--- config.mk ---
export PLATFORM = sky130hd
export DESIGN_NAME = window_streamer_flat
export DESIGN_NICKNAME = d
export VERILOG_FILES = /design/src/rtl/window_streamer_if.sv /design/src/rtl/window_streamer.sv /design/src/flat_wrapper.sv
export SDC_FILE = /design/constraint.sdc
export NUM_CORES = 1
export LEC_CHECK = 0
export CAP_MARGIN = 20
export CORE_UTILIZATION = 46
export DETAILED_ROUTE_END_ITERATION = 8
export PLACE_DENSITY_LB_ADDON = 0.15
export SYNTH_ARGS = -nofsm -noshare
export SYNTH_HDL_FRONTEND = slang
export SYNTH_SLANG_ARGS = --single-unit
--- constraint.sdc ---
create_clock -name clk -period 1.45 [get_ports clk]
set_input_delay 0.29 -clock clk [delete_from_list [all_inputs] [get_ports clk]]
set_output_delay 0.29 -clock clk [all_outputs]
set_load 0.02 [all_outputs]
--- src/rtl/window_streamer_if.sv ---
// Stream bundle for window_streamer: a raster pixel stream in, 3-pixel
// horizontal windows out, plus the row/frame markers that travel with them.
interface window_streamer_if #(
  parameter int PIXEL_WIDTH = 8
);
  logic [PIXEL_WIDTH-1:0]        in_pixel;
  logic                          in_valid;
  logic                          in_ready;
  // Index 0 is the oldest pixel and sits in the most significant slot, so the
  // packed value reads {oldest, middle, newest}.
  logic [0:2][PIXEL_WIDTH-1:0]   out_window;
  logic                          out_valid;
  logic                          out_ready;
  logic                          out_row_end;
  logic                          frame_done;

  // Streamer side.
  modport slave (
    input  in_pixel, in_valid, out_ready,
    output in_ready, out_window, out_valid, out_row_end, frame_done
  );

  // Source / sink side.
  modport master (
    output in_pixel, in_valid, out_ready,
    input  in_ready, out_window, out_valid, out_row_end, frame_done
  );
endinterface

--- src/rtl/window_streamer.sv ---
// window_streamer: turns a row-major pixel stream into 3-wide horizontal
// windows. A window is only formed once two pixels of the current row are in
// the history, so windows never span two rows. One output register slot;
// upstream is stalled only while that slot is full and not being drained.
module window_streamer #(
  parameter int PIXEL_WIDTH = 8,
  parameter int ROW_LEN     = 8,
  parameter int NUM_ROWS    = 8
) (
  input  logic             clk,
  input  logic             rst,
  window_streamer_if.slave io_bus
);

  localparam int CW = $clog2(ROW_LEN);
  localparam int RW = (NUM_ROWS > 1) ? $clog2(NUM_ROWS) : 1;
  localparam logic [CW-1:0] COL_LAST = CW'(ROW_LEN - 1);
  localparam logic [RW-1:0] ROW_LAST = RW'(NUM_ROWS - 1);
  localparam logic [CW-1:0] COL_FIRST_WIN = CW'(2);

  logic [CW-1:0]               r_col;
  logic [RW-1:0]               r_row;
  logic [PIXEL_WIDTH-1:0]      r_h0;
  logic [PIXEL_WIDTH-1:0]      r_h1;
  logic [0:2][PIXEL_WIDTH-1:0] r_window;
  logic                        r_out_valid;
  logic                        r_row_end;
  logic                        r_frame_done;

  logic w_in_ready;
  logic w_in_xfer;
  logic w_out_xfer;
  logic w_col_last;
  logic w_row_last;
  logic w_win_load;

  // Handshake decode; ready depends only on the output slot, never on in_valid.
  always_comb begin
    w_in_ready = !r_out_valid || io_bus.out_ready;
    w_in_xfer  = io_bus.in_valid && w_in_ready;
    w_out_xfer = r_out_valid && io_bus.out_ready;
    w_col_last = (r_col == COL_LAST);
    w_row_last = (r_row == ROW_LAST);
    w_win_load = w_in_xfer && (r_col >= COL_FIRST_WIN);
  end

  // Pixel history and raster position, advanced once per accepted pixel.
  always_ff @(posedge clk) begin
    if (rst) begin
      r_col <= '0;
      r_row <= '0;
      r_h0  <= '0;
      r_h1  <= '0;
    end else if (w_in_xfer) begin
      r_h0 <= r_h1;
      r_h1 <= io_bus.in_pixel;
      if (w_col_last) begin
        r_col <= '0;
        r_row <= w_row_last ? '0 : r_row + RW'(1);
      end else begin
        r_col <= r_col + CW'(1);
      end
    end
  end

  // Output slot: reload on a window-forming pixel (even while draining the
  // previous window, for one window per cycle), otherwise empty on drain.
  always_ff @(posedge clk) begin
    if (rst) begin
      r_window    <= '0;
      r_row_end   <= 1'b0;
      r_out_valid <= 1'b0;
    end else if (w_win_load) begin
      r_window    <= {r_h0, r_h1, io_bus.in_pixel};
      r_row_end   <= w_col_last;
      r_out_valid <= 1'b1;
    end else if (w_out_xfer) begin
      r_out_valid <= 1'b0;
    end
  end

  // One-cycle pulse after the final pixel of a frame is accepted.
  always_ff @(posedge clk) begin
    if (rst) begin
      r_frame_done <= 1'b0;
    end else begin
      r_frame_done <= w_in_xfer && w_col_last && w_row_last;
    end
  end

  assign io_bus.in_ready    = w_in_ready;
  assign io_bus.out_window  = r_window;
  assign io_bus.out_valid   = r_out_valid;
  assign io_bus.out_row_end = r_row_end;
  assign io_bus.frame_done  = r_frame_done;

endmodule

--- src/flat_wrapper.sv ---
// flat-port wrapper written by rule: the top's interface ports become plain ports
module window_streamer_flat 
#(
  parameter int PIXEL_WIDTH = 8,
  parameter int ROW_LEN     = 8,
  parameter int NUM_ROWS    = 8
)
  (clk, rst, io_bus_in_pixel, io_bus_in_valid, io_bus_out_ready, io_bus_in_ready, io_bus_out_window, io_bus_out_valid, io_bus_out_row_end, io_bus_frame_done);
  window_streamer_if #(.PIXEL_WIDTH(PIXEL_WIDTH)) io_bus_i ();
  input  logic clk;
  input  logic rst;
  input wire logic [$bits(io_bus_i.in_pixel)-1:0] io_bus_in_pixel;
  input wire logic [$bits(io_bus_i.in_valid)-1:0] io_bus_in_valid;
  input wire logic [$bits(io_bus_i.out_ready)-1:0] io_bus_out_ready;
  output wire logic [$bits(io_bus_i.in_ready)-1:0] io_bus_in_ready;
  output wire logic [$bits(io_bus_i.out_window)-1:0] io_bus_out_window;
  output wire logic [$bits(io_bus_i.out_valid)-1:0] io_bus_out_valid;
  output wire logic [$bits(io_bus_i.out_row_end)-1:0] io_bus_out_row_end;
  output wire logic [$bits(io_bus_i.frame_done)-1:0] io_bus_frame_done;
  assign io_bus_i.in_pixel = io_bus_in_pixel;
  assign io_bus_i.in_valid = io_bus_in_valid;
  assign io_bus_i.out_ready = io_bus_out_ready;
  assign io_bus_in_ready = io_bus_i.in_ready;
  assign io_bus_out_window = io_bus_i.out_window;
  assign io_bus_out_valid = io_bus_i.out_valid;
  assign io_bus_out_row_end = io_bus_i.out_row_end;
  assign io_bus_frame_done = io_bus_i.frame_done;
  window_streamer #(.PIXEL_WIDTH(PIXEL_WIDTH), .ROW_LEN(ROW_LEN), .NUM_ROWS(NUM_ROWS)) u_core (.clk(clk), .rst(rst), .io_bus(io_bus_i));
endmodule
==> impl_metrics.py, run 1 <==
metrics = {
    "global_route": {
        "gr-usage-all-layers": 0.185,
        "grt_max_degree": 31,
        "grt_pass1_wl_microns": 7240,
        "antenna_found_initial": 0,
        "first_global_vias": 1626,
        "grt_overflow_total": 0,
    },
    "critical_path": {
        "cp_max_fo": 8,
        "endpoint_kind": "flop",
        "cp.required_ns": 1.68,
        "r2r_start": "u_core.r_col[1]",
        "reg2reg_depth": 6,
        "ff2ff_setup_slack_ns": 0.06,
        "arrival_ns": 1.63,
        "startpoint_type": "input port",
        "reg2reg_to": "u_core.io_bus.out_valid",
        "path_class": "in2reg",
        "setup.worst_path.start": "io_bus_out_ready",
    },
    "sta": {
        "worst_pin_slew_ns": 0.237,
        "hold_viol": 0,
        "finalCritPeriodShare": 0.968,
        "timing.final.ws_setup_ns": 0.0470,
        "fmax_mhz": 713,
        "finalMaxSlewViolations": 0,
        "rsz0062_at_grt": "no",
        "setup_violations": 0,
        "fin_crit_ns": 1.40,
        "skew_ns": 0.00752,
        "relSlewSlack": 0.842,
    },
    "floorplanning": {
        "coreArea_sq_um": 4380,
        "num_rows": 24,
        "initial_core_util": 0.481,
        "die_w_microns": 69.7,
        "die_h_microns": 69.7,
        "die_area_sq_um": 4860,
        "io_pins": 40,
    },
    "synth": {
        "syn_nets": 240,
        "syn_avg_cell_area_sq_um": 9.46,
        "netlist_area_sq_um": 2110,
        "syn_inst": 223,
        "yosys_warnings": 0,
        "synth_seq_cells": 49,
        "yosysUniqueCellTypes": 23,
        "ys_seq_area_frac": 0.465,
    },
    "finish": {
        "fin_util": 0.632,
        "multi_input_area_sq_um": 1050,
        "area_growth_pct": 31.4,
        "fillers": 412,
        "n_antenna_cell": 0,
        "drive_gt1_frac": 0.148,
        "finalNetCount": 286,
        "layout.area.seq_sq_um": 983,
    },
    "pwr": {
        "max-vdd-ir-drop_v": 0.000539,
        "p_leak_nw": 1.13,
        "power_density_nw_per_um2": 952,
    },
    "drt": {
        "wl_met1_microns": 2050,
        "drc_errors": 0,
        "wirelength_microns": 4410,
        "drtAntennaViolNets": 0,
        "avgViaCountPerCell": 5.24,
        "vias": 1686,
        "routed.top_layer": "met4",
        "drt-initial-drc-count": 63,
        "met3_length_microns": 141,
        "wl_met2_microns": 2140,
        "wl_per_cell_microns": 13.7,
        "drtPass1Iterations": 4,
    },
    "clock_tree": {
        "cts_tree": "yes",
        "cts_buffers": 5,
        "clk_latency_ns": 0.30,
        "cts_root_buf": "clkbuf_8",
        "clkSlewWorstSetupHoldPaths_ns": 0.09,
        "cts.path.max_buffers": 2,
        "cts.sinks": 49,
        "cts_max_level": 2,
    },
    "min_path": {
        "hold_depth": 2,
        "hp-start": "rst",
        "hold_path.class": "in2reg",
        "min_to": "u_core.r_h0[3]",
    },
    "job": {
        "drv_cap": 0,
    },
    "place": {
        "post-place-ws_ns": -0.310,
        "dpl.hpwl_microns": 2750,
        "port_buffers": 39,
        "gp_congestion": 0.745,
    },
    "status": {
        "status": "finished, final reports clean",
    },
}
[flip-flops by register name, summed over array words and instances, names as in the netlist]
name,flops
u_core.io_bus.out_window,24
u_core.r_h0,8
u_core.r_h1,8
u_core.r_col,3
u_core.r_row,3
u_core.io_bus.frame_done,1
u_core.io_bus.out_row_end,1
u_core.io_bus.out_valid,1
[routing by layer]
metal	vias up	track usage
met5	-	0
met4	0	0.0800
met3	8	0.0363
met2	35	0.310
met1	792	0.232
li1	851	-
[synthesized netlist by cell type]
master	n	area, sq um
a21oi_1	21	105
a311oi_1	1	8.76
and3b_1	1	8.76
buf_2	4	20.0
buf_4	1	7.51
buf_6	2	22.5
clkbuf_1	12	45.0
dfxtp_1	49	981
ha_1	5	62.6
inv_1	3	11.3
inv_2	1	3.75
mux2_2	1	11.3
mux2i_1	25	250
nand2b_1	50	313
nand3_1	17	85.1
nand4_1	3	18.8
nor2b_1	1	6.26
nor2b_2	1	8.76
nor3_1	3	15.0
nor3_2	1	10.0
o21ai_0	18	90.1
o21ba_2	1	10.0
o31ai_1	2	15.0
[cells in the final DEF, fill, tap and decap left out, types with 3 or more instances in the layout]
cell             netlist  final
dfxtp_1               49     47
a21oi_1               21     21
buf_12                 0      4
buf_4                  1     13
clkdlybuf4s50_1        0     10
nand4_1                3      3
dlygate4sd2_1          0     27
o21ai_0               18     18
clkbuf_8               0      5
ha_1                   5      4
mux2i_1               25     25
nand3_1               17     17
nand2b_1              50     50
[stage by stage]
step           hold WS, ns  power [mW]  TNS (ns)  std cells  instance area (sq um)
2_1_floorplan        0.438        1.69         0        223                   2110
4_1_cts              0.297        2.61         0        319                   2680
5_1_grt              0.305        2.75         0        322                   2770
3_3_place_gp         0.461        1.86     -6.47        311                   2630
3_5_place_dp         0.459        1.86     -7.12        311                   2630
6_report             0.305        2.64         0        322                   2770
[report_power, final]
group | internal (mW) | leakage (nW) | switching (mW)
clock | 0.335 | 0.0450 | 0.441
sequential | 1.40 | 0.399 | 0.0325
combinational | 0.225 | 0.689 | 0.208
total | 1.96 | 1.13 | 0.681
[worst max path at each step]
stage | end | slack (ns) | cells past startpoint
global placement | io_bus_in_ready | -0.31 | 4
global route | u_core.r_row[0] | 0.01 | 5
floorplan | u_core.r_row[0] | 0.01 | 5
CTS | u_core.r_row[0] | 0.01 | 5
detailed placement | io_bus_in_ready | -0.31 | 4
finish | u_core.io_bus.out_window[19] | 0.05 | 7
[logic make-up after synthesis]
logic type	after synthesis	share of synthesized area
buffers and inverters	23	0.0522
AND/OR/NAND/NOR	77	0.221
AO/OA/AOI/OAI	43	0.109
adder cells (fa/ha/maj)	5	0.0297
multiplexers	26	0.124
flip-flops	49	0.465
[final cells by class]
class | count | area share
Clock buffer | 6 | 0.0262
Multi-Input combinational cell | 151 | 0.380
Inverter | 4 | 0.00542
Timing Repair Buffer | 58 | 0.207
Clock inverter | 2 | 0.00361
Sequential cell | 49 | 0.355
Tap cell | 52 | 0.0235
[worst max-delay path, cell delays in order]
cell and delay [ns]:
clkdlybuf4s50_1 0.47, nor2b_2 0.05, buf_4 0.16, nor3_4 0.15, buf_12 0.15, clkbuf_16 0.16
mux2i_1 0.21
[what timing repair did]
action | 4_1_cts | 5_1_grt
hold buffers | 0 | 0
pin swaps | 0 | 3
endpoints found under the setup margin | 29 | 28
endpoints found under the hold margin | 0 | 0
gates cloned | 0 | 2
setup buffers | 0 | 2
gates resized for setup | 32 | 7
Power figures use the tool's default switching activity.
==> run 2, diff against run 1 <==
CORE_UTILIZATION = 48   (was 46)
clock period = 1.5 ns   (was 1.45 ns; I/O delays follow)
==> impl_metrics.py, run 2 (synthesis results as in run 1) <==
metrics = {
    "status": {
        "status": "finished, final reports clean",
    },
    "floorplanning": {
        "die_w_microns": 68.3,
        "io_pins": 40,
        "die_h_microns": 68.3,
        "coreArea_sq_um": 4120,
        "num_rows": 23,
        "initial_core_util": 0.513,
        "die_area_sq_um": 4660,
    },
    "place": {
        "dpl.hpwl_microns": 2670,
        "place_inst": 305,
        "gp_congestion": 0.732,
        "port_buffers": 39,
    },
    "min_path": {
        "hold_path.class": "in2reg",
        "hp-start": "rst",
        "hold_depth": 2,
    },
    "sta": {
        "hold_viol": 0,
        "setup_violations": 0,
        "relSlewSlack": 0.829,
        "fin_crit_ns": 1.40,
        "skew_ns": 0.00450,
        "finalCritPeriodShare": 0.931,
        "fmax_mhz": 716,
        "rsz0062_at_grt": "no",
        "finalMaxSlewViolations": 0,
        "worst_pin_slew_ns": 0.255,
    },
    "global_route": {
        "met1_usage": 0.262,
        "antenna_found_initial": 0,
        "gr-usage-all-layers": 0.186,
        "grt_pass1_wl_microns": 6470,
        "grt_overflow_total": 0,
        "first_global_vias": 1347,
        "grt_util_met3": 0.0550,
        "use_met2": 0.276,
        "top_usage_layer": "met2",
        "grt_max_degree": 50,
    },
    "finish": {
        "drive_gt1_frac": 0.114,
        "finalNonFillerCells": 313,
        "layout_common_cells": "nand2b_1, dfxtp_1, dlygate4sd2_1, mux2i_1, a21oi_1",
        "largest_reg_flops": 24,
        "finalNetCount": 279,
        "final_common_cell": "nand2b_1",
        "area_growth_pct": 27.6,
        "fin_util": 0.654,
        "n_antenna_cell": 0,
    },
    "critical_path": {
        "setup.worst_path.start": "io_bus_out_ready",
        "endpoint_kind": "flop",
        "cp_max_fo": 14,
        "reg2reg_depth": 5,
        "r2r_start": "u_core.r_col[1]",
        "arrival_ns": 1.63,
        "path_class": "in2reg",
        "cp.required_ns": 1.73,
        "startpoint_type": "input port",
    },
    "clock_tree": {
        "cts.path.max_buffers": 2,
        "cts_root_buf": "clkbuf_8",
        "post_cts_buffers": 0,
        "cts_tree": "yes",
        "cts_buffers": 5,
        "ctsHoldBuffers": 0,
        "clkSlewWorstSetupHoldPaths_ns": 0.09,
        "clk_latency_ns": 0.30,
        "cts.sinks": 49,
        "cts_max_level": 2,
    },
    "pwr": {
        "power.switching_mw": 0.658,
        "sequentialPowerShare": 0.507,
        "max-vdd-ir-drop_v": 0.000671,
        "p_leak_nw": 1.09,
        "combPwrFrac": 0.130,
        "pwr-share-clk": 0.363,
        "switching_share": 0.241,
        "power_density_nw_per_um2": 1010,
        "p_int_mw": 2.07,
    },
    "drt": {
        "drtAntennaViolNets": 0,
        "avgViaCountPerCell": 5.19,
        "vias": 1624,
        "wirelength_microns": 4020,
        "drc_errors": 0,
        "wl_per_cell_microns": 12.8,
        "drtPass1Iterations": 4,
        "drt-initial-drc-count": 113,
    },
    "job": {
        "drv_cap": 0,
    },
}
-- run 2: path summary, 6_finish.rpt --
kind	end	slack [ns]
max	u_core.io_bus.out_window[23]	0.10
min	u_core.io_bus.frame_done	0.42
max reg2reg	u_core.r_row[0]	0.15
min reg2reg	u_core.io_bus.out_window[13]	0.47
-- run 2: stage by stage --
stage          total power [mW]  setup TNS, ns  worst slack, ns  hold WS (ns)  cell area [sq um]
2_1_floorplan              1.64              0           0.0602         0.448               2110
3_3_place_gp               1.78          -6.45           -0.300         0.456               2600
3_5_place_dp               1.78          -7.03           -0.293         0.460               2600
4_1_cts                    2.75              0           0.0183         0.416               2690
5_1_grt                    2.85              0           0.0294         0.427               2690
6_report                   2.72              0            0.104         0.418               2690
-- run 2: what timing repair did --
item	in CTS	in global routing
pin swaps	0	1
gates resized for setup	31	4
cloned	0	0
setup endpoints to repair	29	4
-- run 2: final cells by class --
| type | instances | area, sq um |
|---|---|---|
| Clock buffer | 6 | 82.6 |
| Clock inverter | 2 | 37.5 |
| Fill cell | 346 | 1420 |
| Inverter | 4 | 15.0 |
| Multi-Input combinational cell | 151 | 1030 |
| Sequential cell | 49 | 982 |
| Tap cell | 50 | 62.6 |
| Timing Repair Buffer | 51 | 478 |
-- run 2: routing by layer --
layer / wire, microns / vias up
li1: - / 836
met1: 2050 / 752
met2: 1790 / 32
met3: 141 / 4
met4: 31 / 0
met5: 0 / -
-- run 2: power by group through the flow --
stage / Clock, mW / Sequential (mW) / Combinational, mW
2_1_floorplan: 0 / 1.44 / 0.202
3_3_place_gp: 0 / 1.41 / 0.370
3_5_place_dp: 0 / 1.41 / 0.373
4_1_cts: 1.01 / 1.38 / 0.356
5_1_grt: 1.07 / 1.39 / 0.384
6_report: 0.988 / 1.38 / 0.355
-- run 2: critical path: stages --
cell and delay [ns]:
clkdlybuf4s50_1 0.47, nor2b_2 0.05, buf_6 0.14, nor3_4 0.26
buf_12 0.20, mux2i_1 0.20
==> run 3, diff against run 2 <==
--- a/config.mk
+++ b/config.mk
@@ -10,4 +10,5 @@
 export DETAILED_ROUTE_END_ITERATION = 8
 export PLACE_DENSITY_LB_ADDON = 0.15
+export SETUP_SLACK_MARGIN = 0.05
 export SYNTH_ARGS = -nofsm -noshare
 export SYNTH_HDL_FRONTEND = slang
==> constraint.sdc (replaced) <==
create_clock -name clk -period 1.5 [get_ports clk]
set_input_delay 0.15 -clock clk [delete_from_list [all_inputs] [get_ports clk]]
set_output_delay 0.15 -clock clk [all_outputs]
set_load 0.02 [all_outputs]
==> impl_metrics.py, run 3 (synthesis results as in run 1) <==
metrics = {
    "drt": {
        "drt-initial-drc-count": 115,
        "drc_errors": 0,
        "wl_per_cell_microns": 13.9,
        "avgViaCountPerCell": 5.24,
        "wirelength_microns": 4450,
        "vias": 1681,
        "drtPass1Iterations": 4,
        "drtAntennaViolNets": 0,
    },
    "critical_path": {
        "critical_path_buf_inv_count": 1,
        "slowest_delay_ns": 0.39,
        "cp.depth": 5,
        "ff2ff_setup_slack_ns": 0.04,
        "setup.worst_path.start": "u_core.r_col[1]",
        "path_cells": "ha_1 > ha_2 > inv_1 > nor3_2 > mux2_4",
        "cp.required_ns": 1.69,
        "cpMaxStageDelayCell": "dfxtp_4",
        "reg2reg_depth": 5,
        "r2r_start": "u_core.r_col[1]",
        "startpoint_type": "flop",
        "critPathCapture": "u_core.r_row[0]",
        "arrival_ns": 1.65,
        "cp_max_fo": 4,
        "reg2reg_to": "u_core.r_row[0]",
        "crit_family": "flip-flops",
        "path_class": "reg2reg",
        "endpoint_kind": "flop",
    },
    "sta": {
        "skew_ns": 0.00785,
        "hold_viol": 0,
        "finalCritPeriodShare": 0.972,
        "setup_violations": 0,
        "finalSetupTns_ns": 0,
        "rsz0062_at_grt": "yes",
        "fmax_mhz": 686,
        "timing.final.ws_setup_ns": 0.0425,
        "relSlewSlack": 0.835,
        "fin_crit_ns": 1.46,
        "worst_pin_slew_ns": 0.246,
        "finalMaxSlewViolations": 0,
    },
    "pwr": {
        "power.switching_mw": 0.691,
        "p_int_mw": 2.13,
        "sequentialPowerShare": 0.491,
        "combPwrFrac": 0.155,
        "max-vdd-ir-drop_v": 0.000539,
        "power_mw": 2.82,
        "switching_share": 0.245,
        "power_density_nw_per_um2": 975,
        "p_leak_nw": 1.14,
        "pwr-share-clk": 0.354,
    },
    "floorplanning": {
        "io_pins": 40,
        "die_h_microns": 68.3,
        "num_rows": 23,
        "die_area_sq_um": 4660,
        "initial_core_util": 0.513,
        "die_w_microns": 68.3,
        "coreArea_sq_um": 4120,
    },
    "finish": {
        "finalNetCount": 287,
        "finalNonFillerCells": 321,
        "layout_common_cells": "nand2b_1, dfxtp_1, clkdlybuf4s50_1, mux2i_1, a21oi_1",
        "n_antenna_cell": 0,
        "fillers": 329,
        "largest_reg_flops": 24,
        "fin_area_sq_um": 2890,
        "final_common_cell": "nand2b_1",
        "drive_gt1_frac": 0.151,
        "area_growth_pct": 37.1,
    },
    "global_route": {
        "gr-usage-all-layers": 0.193,
        "first_global_vias": 1370,
        "grt_overflow_total": 0,
        "grt_max_degree": 55,
        "antenna_found_initial": 0,
        "grt_pass1_wl_microns": 6640,
    },
    "place": {
        "port_buffers": 39,
        "gp_congestion": 0.730,
        "post-place-ws_ns": -0.118,
        "place_inst": 307,
        "dpl.hpwl_microns": 2700,
        "placed_area_sq_um": 2620,
    },
    "clock_tree": {
        "cts_buffers": 5,
        "clkSlewWorstSetupHoldPaths_ns": 0.09,
        "cts_root_buf": "clkbuf_8",
        "cts_max_level": 2,
        "ctsHoldBuffers": 0,
        "clk_latency_ns": 0.31,
        "cts.path.max_buffers": 2,
        "cts_tree": "yes",
        "cts.sinks": 49,
    },
    "status": {
        "status": "finished, final reports clean",
    },
    "job": {
        "drv_cap": 0,
    },
    "min_path": {
        "hold_path.class": "in2reg",
        "hp-start": "rst",
    },
}
[run 3: changes by cell type in the layout (fill, tap and decap cells not counted), moves of 2 or more]
cell	delta
dlymetal6s2s_1	+6
clkbuf_16	+2
dlygate4sd2_1	-26
clkdlybuf4s50_1	+21
buf_4	+4
ha_1	-2
buf_12	+2
[run 3: worst min-delay path by stage]
stage | to | slack, ns | depth (start not counted)
2_1_floorplan | u_core.r_h1[0] | 0.30 | 2
3_3_place_gp | u_core.io_bus.out_window[23] | 0.46 | 2
3_5_place_dp | u_core.io_bus.out_window[19] | 0.46 | 2
4_1_cts | u_core.io_bus.frame_done | 0.24 | 2
5_1_grt | u_core.io_bus.frame_done | 0.23 | 2
6_report | u_core.io_bus.frame_done | 0.24 | 2
[run 3: power by group through the flow]
stage               Sequential (mW)  Clock [mW]  Combinational [mW]
detailed placement             1.41           0               0.385
CTS                            1.38        1.00               0.388
global route                   1.39        1.06               0.468
finish                         1.38        1.00               0.436
floorplan                      1.44           0               0.202
global placement               1.41           0               0.383
[run 3: through the flow]
step / hold slack (ns) / util
after floorplan: 0.298 / -
after global placement: 0.458 / 0.638
after detailed placement: 0.461 / 0.638
after CTS: 0.235 / 0.669
after global routing: 0.229 / 0.703
final: 0.239 / 0.703
[run 3: layer usage]
| metal | vias up | GRT usage | wire length, microns |
|---|---|---|---|
| li1 | 848 | - | - |
| met5 | - | 0 | 0 |
| met2 | 44 | 0.273 | 2050 |
| met4 | 0 | 0.0781 | 56 |
| met3 | 4 | 0.0517 | 210 |
| met1 | 785 | 0.273 | 2130 |
[run 3: repair_timing]
item,CTS,global route
gates resized for setup,4,15
hold endpoints to repair,0,0
pin swaps,0,3
endpoints found under the setup margin,2,36
buffers inserted,0,5
cloned,0,2
[run 3: final cells by class]
class,instances,area (sq um),area share
clock buffer,6,82.6,0.0285
clock inverter,2,37.5,0.0130
inverter,4,15.0,0.00519
multi-input combinational,151,1060,0.366
sequential,49,986,0.341
tap,50,62.6,0.0216
timing repair buffer,59,651,0.225
